--- config.mk ---
export PLATFORM = sky130hd
export DESIGN_NAME = clock_divider
export DESIGN_NICKNAME = d
export VERILOG_FILES = /design/src/rtl/clock_divider.sv
export SDC_FILE = /design/constraint.sdc
export NUM_CORES = 1
export LEC_CHECK = 0
export CORE_UTILIZATION = 60
export DETAILED_ROUTE_END_ITERATION = 8
export HOLD_SLACK_MARGIN = 0.05
export PLACE_DENSITY = 0.84
export SLEW_MARGIN = 20
export SYNTH_ARGS = -nofsm -noshare
export SYNTH_HDL_FRONTEND = slang
export SYNTH_SLANG_ARGS = --single-unit
--- constraint.sdc ---
create_clock -name i_clock -period 9.07 [get_ports i_clock]
set_input_delay 2.721 -clock i_clock [delete_from_list [all_inputs] [get_ports i_clock]]
set_output_delay 2.721 -clock i_clock [all_outputs]
set_load 0.02 [all_outputs]
--- src/rtl/clock_divider.sv ---
// clock_divider: programmable integer clock divider with a rising-edge tick.
// The divide ratio can be reloaded at runtime through a valid/ready handshake.
// A new ratio only takes effect at a period boundary, so no runt or stretched
// pulse is ever produced in the middle of a period.
`timescale 1ns/1ps

module clock_divider #(
    parameter int unsigned              c_WIDTH       = 16,
    parameter logic [c_WIDTH-1:0]       c_DEFAULT_DIV = 16'd100,
    parameter logic [c_WIDTH-1:0]       c_MIN_DIV     = 16'd2
) (
    input  logic               i_clock,
    input  logic               i_reset_n,
    input  logic               i_enable,
    input  logic [c_WIDTH-1:0] i_div_value,
    input  logic               i_div_valid,
    output logic               o_div_ready,
    input  logic               i_error_clear,
    output logic               o_clock_div,
    output logic               o_tick,
    output logic [c_WIDTH-1:0] o_active_div,
    output logic               o_error
);

    // Refuse to build with a reset ratio the divider itself would reject.
    generate
        if (c_DEFAULT_DIV < c_MIN_DIV) begin : g_bad_default
            $error("clock_divider: c_DEFAULT_DIV must be >= c_MIN_DIV");
        end
    endgenerate

    localparam logic [c_WIDTH-1:0] c_ONE = c_WIDTH'(1);

    typedef enum logic [1:0] {
        S_IDLE  = 2'd0,
        S_RUN   = 2'd1,
        S_DRAIN = 2'd2
    } state_t;

    state_t             state_q, state_d;
    logic [c_WIDTH-1:0] count_q, count_d;
    logic               clock_div_q, clock_div_d;
    logic               tick_q, tick_d;
    logic [c_WIDTH-1:0] active_div_q, active_div_d;
    logic [c_WIDTH-1:0] pending_q, pending_d;
    logic               pending_valid_q, pending_valid_d;
    logic               error_q, error_d;

    logic [c_WIDTH-1:0] half_high;
    logic [c_WIDTH-1:0] count_inc;
    logic               last_count;
    logic               accept;
    logic               apply;
    logic               error_set;

    // Next-state logic: period counter, output waveform, ratio handshake and error flag.
    always_comb begin
        state_d         = state_q;
        count_d         = count_q;
        clock_div_d     = clock_div_q;
        tick_d          = 1'b0;
        active_div_d    = active_div_q;
        pending_d       = pending_q;
        pending_valid_d = pending_valid_q;
        error_d         = error_q;
        apply           = 1'b0;
        error_set       = 1'b0;

        half_high  = active_div_q - (active_div_q >> 1);
        count_inc  = count_q + c_ONE;
        last_count = (count_q == (active_div_q - c_ONE));
        accept     = i_div_valid && !pending_valid_q;

        case (state_q)
            S_IDLE: begin
                count_d     = '0;
                clock_div_d = 1'b0;
                apply       = pending_valid_q;
                if (i_enable) begin
                    state_d     = S_RUN;
                    clock_div_d = 1'b1;
                    tick_d      = 1'b1;
                end
            end
            S_RUN, S_DRAIN: begin
                if (last_count) begin
                    count_d = '0;
                    apply   = pending_valid_q;
                    if ((state_q == S_DRAIN) && !i_enable) begin
                        state_d     = S_IDLE;
                        clock_div_d = 1'b0;
                    end else begin
                        state_d     = i_enable ? S_RUN : S_DRAIN;
                        clock_div_d = 1'b1;
                        tick_d      = 1'b1;
                    end
                end else begin
                    count_d     = count_inc;
                    clock_div_d = (count_inc < half_high);
                    state_d     = i_enable ? S_RUN : S_DRAIN;
                end
            end
            default: begin
                state_d     = S_IDLE;
                count_d     = '0;
                clock_div_d = 1'b0;
            end
        endcase

        if (apply) begin
            active_div_d    = pending_q;
            pending_valid_d = 1'b0;
        end

        if (accept) begin
            if (i_div_value >= c_MIN_DIV) begin
                pending_d       = i_div_value;
                pending_valid_d = 1'b1;
            end else begin
                error_set = 1'b1;
            end
        end

        if (error_set) begin
            error_d = 1'b1;
        end else if (i_error_clear) begin
            error_d = 1'b0;
        end
    end

    // State registers; reset drops any pending ratio and restores the default.
    always_ff @(posedge i_clock or negedge i_reset_n) begin
        if (!i_reset_n) begin
            state_q         <= S_IDLE;
            count_q         <= '0;
            clock_div_q     <= 1'b0;
            tick_q          <= 1'b0;
            active_div_q    <= c_DEFAULT_DIV;
            pending_q       <= '0;
            pending_valid_q <= 1'b0;
            error_q         <= 1'b0;
        end else begin
            state_q         <= state_d;
            count_q         <= count_d;
            clock_div_q     <= clock_div_d;
            tick_q          <= tick_d;
            active_div_q    <= active_div_d;
            pending_q       <= pending_d;
            pending_valid_q <= pending_valid_d;
            error_q         <= error_d;
        end
    end

    assign o_div_ready  = !pending_valid_q;
    assign o_clock_div  = clock_div_q;
    assign o_tick       = tick_q;
    assign o_active_div = active_div_q;
    assign o_error      = error_q;

endmodule

==> impl_metrics.ini <==
[outcome]
run_status = finished clean

[timing]
timing.slew.headroom_pct = 36.30
setup_viol_count_final = 0
timing_max_transition_violations_final = 0
max_clock_freq_ghz = 0.2323
slew_of_the_pin_with_the_lowest_slew_margin_ps = 955.5
setup_tns_ps = 0
period_share_pct = 47.46
timing.final.ws_setup_ps = 4765
final-hold-violation-count = 0
final.setup_skew_ps = 9.263
rsz0062_at_grt = false
finalCriticalPeriod_ps = 4305

[setup_path]
worstPathRequired_ps = 9320
end_point_of_the_critical_path = o_clock_div
critical_path.startpoint_type = register
critPathKind = reg -> reg
reg2reg_depth = 14
worstSetupEndpointType = register
cp_max_fo = 5
critical_path_origin = o_active_div[6]
regToRegSetupSlack_ps = 4770
origin_of_the_critical_flop_to_flop_path = o_active_div[6]
data_arrival_critical_path_ps = 4550
worstReg2RegEnd = o_clock_div

[clock_network]
clkSlewWorstSetupHoldPaths_ps = 90
cts_buffers = 5
clock_path_buffers = 2
post_cts_hold_buffer_count = 0
cts_post_setup_buffers_inserted = 0
cts_tree = built
cts_sinks = 54
clock-root-buffer = sky130_fd_sc_hd__clkbuf_8
postCtsResizedCells = 0
clk-insertion-delay-late_ps = 320
htree_levels = 2

[floorplan]
design.die.area_um2 = 7025
horizontal_die_dimension_um = 83.82
floorplan.die.height_um = 83.82
floorplan.initialDensity_pct = 62.54
ios = 41
fp-row-count = 29
std_cell_core_area_um2 = 6422

[final_layout]
layout_commonest_cell = sky130_fd_sc_hd__dfrtp_1
area_overhead_vs_synth_pct = 13.49
final_cell_mix = sky130_fd_sc_hd__dfrtp_1 (51), sky130_fd_sc_hd__ha_1 (50), sky130_fd_sc_hd__xnor2_1 (42), sky130_fd_sc_hd__clkdlybuf4s50_1 (39), sky130_fd_sc_hd__inv_1 (37)
post_route_cells_drive_above_1_share_pct = 11.06
fillCellCount = 471
antenna-diode-count = 0
fin_nets = 505

[job]
max_cap_viols = 0

[min_path]
hp-class = reg -> reg

[placement]
pre_cts_slack_ps = 4426
hpwl_um = 7038
portBuffers = 40
routabilityCongestion = 0.8514

[yosys]
postSynthAreaPerCell_um2 = 10.22
synth.yosys.seq_area_share_pct = 33.74
postSynthCellCount = 393
synth.cell_area_um2 = 4016
yosys.cell_types.count = 47
ys_warn_count = 0
synth_edf_count = 0
ys_async_sr_fraction_pct = 100.0
primary_flip_flop_cell_chosen_by_synthesis_mapping = sky130_fd_sc_hd__dfrtp_1
syn-num-nets = 465
ys_seq_elements = 54

[route]
avgRoutedWirePerCell_um = 17.36
route.antenna.remaining_nets = 0
drt_drc_violations_left = 0
finalWirelength_um = 8872
drt_iter0_drc = 157
route.detailed.vias_per_inst = 5.975
routed-via-count = 3053
detailedRoute.firstPassIterationCount = 4

[global_route]
grt_util_all_layers_pct = 27.27
grt_pass1_wl_um = 14950
first_global_vias = 3116
grt_antenna_before_repair = 0
grt_start_max_net_pins = 55
grt_overflow_total = 0

[power_and_ir_drop]
leakage_nw = 2.100
power-per-cell-area_nw_per_um2 = 413.7
power_mw = 1.886
worst_ir_drop_vdd_mv = 0.2431
synthesized netlist by cell type, types with 2 or more instances:
master                       n  area (um^2)
sky130_fd_sc_hd__nand3_1    13        65.06
sky130_fd_sc_hd__xnor2_1    42        367.9
sky130_fd_sc_hd__a21boi_0    3        22.52
sky130_fd_sc_hd__mux2_2     22        247.7
sky130_fd_sc_hd__inv_1      37        138.9
sky130_fd_sc_hd__a21o_1      5        37.54
sky130_fd_sc_hd__nor2b_1     6        37.54
sky130_fd_sc_hd__nand2b_1    4        25.02
sky130_fd_sc_hd__nor3_1      8        40.04
sky130_fd_sc_hd__or4_1       3        22.52
sky130_fd_sc_hd__o21bai_1    2        15.01
sky130_fd_sc_hd__nand2_1    14        52.55
sky130_fd_sc_hd__a211o_1     2        17.52
sky130_fd_sc_hd__dfrtp_1    51         1276
sky130_fd_sc_hd__clkbuf_1    5        18.77
sky130_fd_sc_hd__dfstp_2     3        78.83
sky130_fd_sc_hd__nor2_1     17        63.81
sky130_fd_sc_hd__and3_1     18        112.6
sky130_fd_sc_hd__xor2_1     12        105.1
sky130_fd_sc_hd__a2111oi_0   3        26.28
sky130_fd_sc_hd__a211oi_1    6        45.04
sky130_fd_sc_hd__o21ai_0     5        25.02
sky130_fd_sc_hd__o31ai_1     5        37.54
sky130_fd_sc_hd__o31a_1      2        17.52
sky130_fd_sc_hd__a21oi_1    14        70.07
sky130_fd_sc_hd__or3_1       4        25.02
sky130_fd_sc_hd__ha_1       50        625.6
sky130_fd_sc_hd__nor4_1      5        31.28
sky130_fd_sc_hd__nand4_1     5        31.28
sky130_fd_sc_hd__mux2_4     10        150.1
kinds of logic after synthesis:
family / after synthesis / share of synthesized area, %
AOI/OAI and AO/OA: 54 / 9.751
buffers and inverters: 45 / 4.642
adders and majority gates: 51 / 16.07
and+or+nand+nor: 103 / 14.11
xor gates and xnor gates: 54 / 11.78
DFF: 54 / 33.74
muxes: 32 / 9.907
worst max-delay path, cell delays in order, from the launching register on:
cell and delay, ps:
sky130_fd_sc_hd__dfstp_2 610, sky130_fd_sc_hd__inv_1 100, sky130_fd_sc_hd__ha_1 210, sky130_fd_sc_hd__or3_1 390, sky130_fd_sc_hd__a211oi_1 300, sky130_fd_sc_hd__a21oi_1 130
sky130_fd_sc_hd__a2111oi_0 750, sky130_fd_sc_hd__a21oi_1 290, sky130_fd_sc_hd__a41oi_1 300, sky130_fd_sc_hd__o31ai_1 110, sky130_fd_sc_hd__ha_1 310, sky130_fd_sc_hd__a211oi_1 230
sky130_fd_sc_hd__o21ai_0 140, sky130_fd_sc_hd__a211o_1 320, sky130_fd_sc_hd__nand3_1 70
state kept, by name (all words and copies together) (netlist names):
| register | count |
|---|---|
| count_q | 16 |
| o_clock_div | 1 |
| state_q | 2 |
| pending_valid_q | 1 |
| pending_q | 16 |
| o_active_div | 16 |
| o_tick | 1 |
| o_error | 1 |
worst min-delay path by stage:
| stage | from | to | slack (ps) | cells past startpoint |
|---|---|---|---|---|
| 6_report | pending_q[0] | o_active_div[0] | 510 | 1 |
| 2_1_floorplan | pending_q[0] | pending_q[0] | 470 | 1 |
| 4_1_cts | pending_q[6] | o_active_div[6] | 520 | 1 |
| 3_3_place_gp | pending_q[0] | pending_q[0] | 480 | 1 |
| 3_5_place_dp | pending_q[7] | o_active_div[7] | 490 | 1 |
| 5_1_grt | pending_q[11] | o_active_div[11] | 530 | 1 |
power breakdown:
group,internal [mW],leakage (nW),switching (mW)
Sequential,0.337,0.669,0.114
Clock,0.0568,0.0462,0.0862
Combinational,0.604,1.38,0.687
metrics by stage:
stage	instance area, um^2	instances	hold WS [ps]	util (%)
2_1_floorplan	4016	393	475.0	-
5_1_grt	4558	511	534.6	70.97
3_3_place_gp	4468	503	484.4	69.57
6_report	4558	511	514.6	70.97
4_1_cts	4558	511	520.0	70.97
3_5_place_dp	4468	503	494.8	69.57
cell type report:
class                   instances  area [um^2]  share of cell area [%]
multi-input cells             294         2475                   54.30
flip-flops and latches         54         1355                   29.73
repair buffers                 41        402.9                   8.839
inverters                      37        138.9                   3.047
well taps                      77        96.34                   2.114
clock buffers                   6        72.57                   1.592
clock inverters                 2        17.52                  0.3843
routing by layer:
layer	routed length, um	part of all wire [%]	vias up	track usage, %
met2	4371	49	82	46.72
met4	283	3.2	0	11.60
met5	0	0	-	0
li1	-	-	1461	-
met3	349	3.9	18	3.759
met1	3868	44	1492	34.54
No activity file was read; power rests on OpenSTA's default activity.
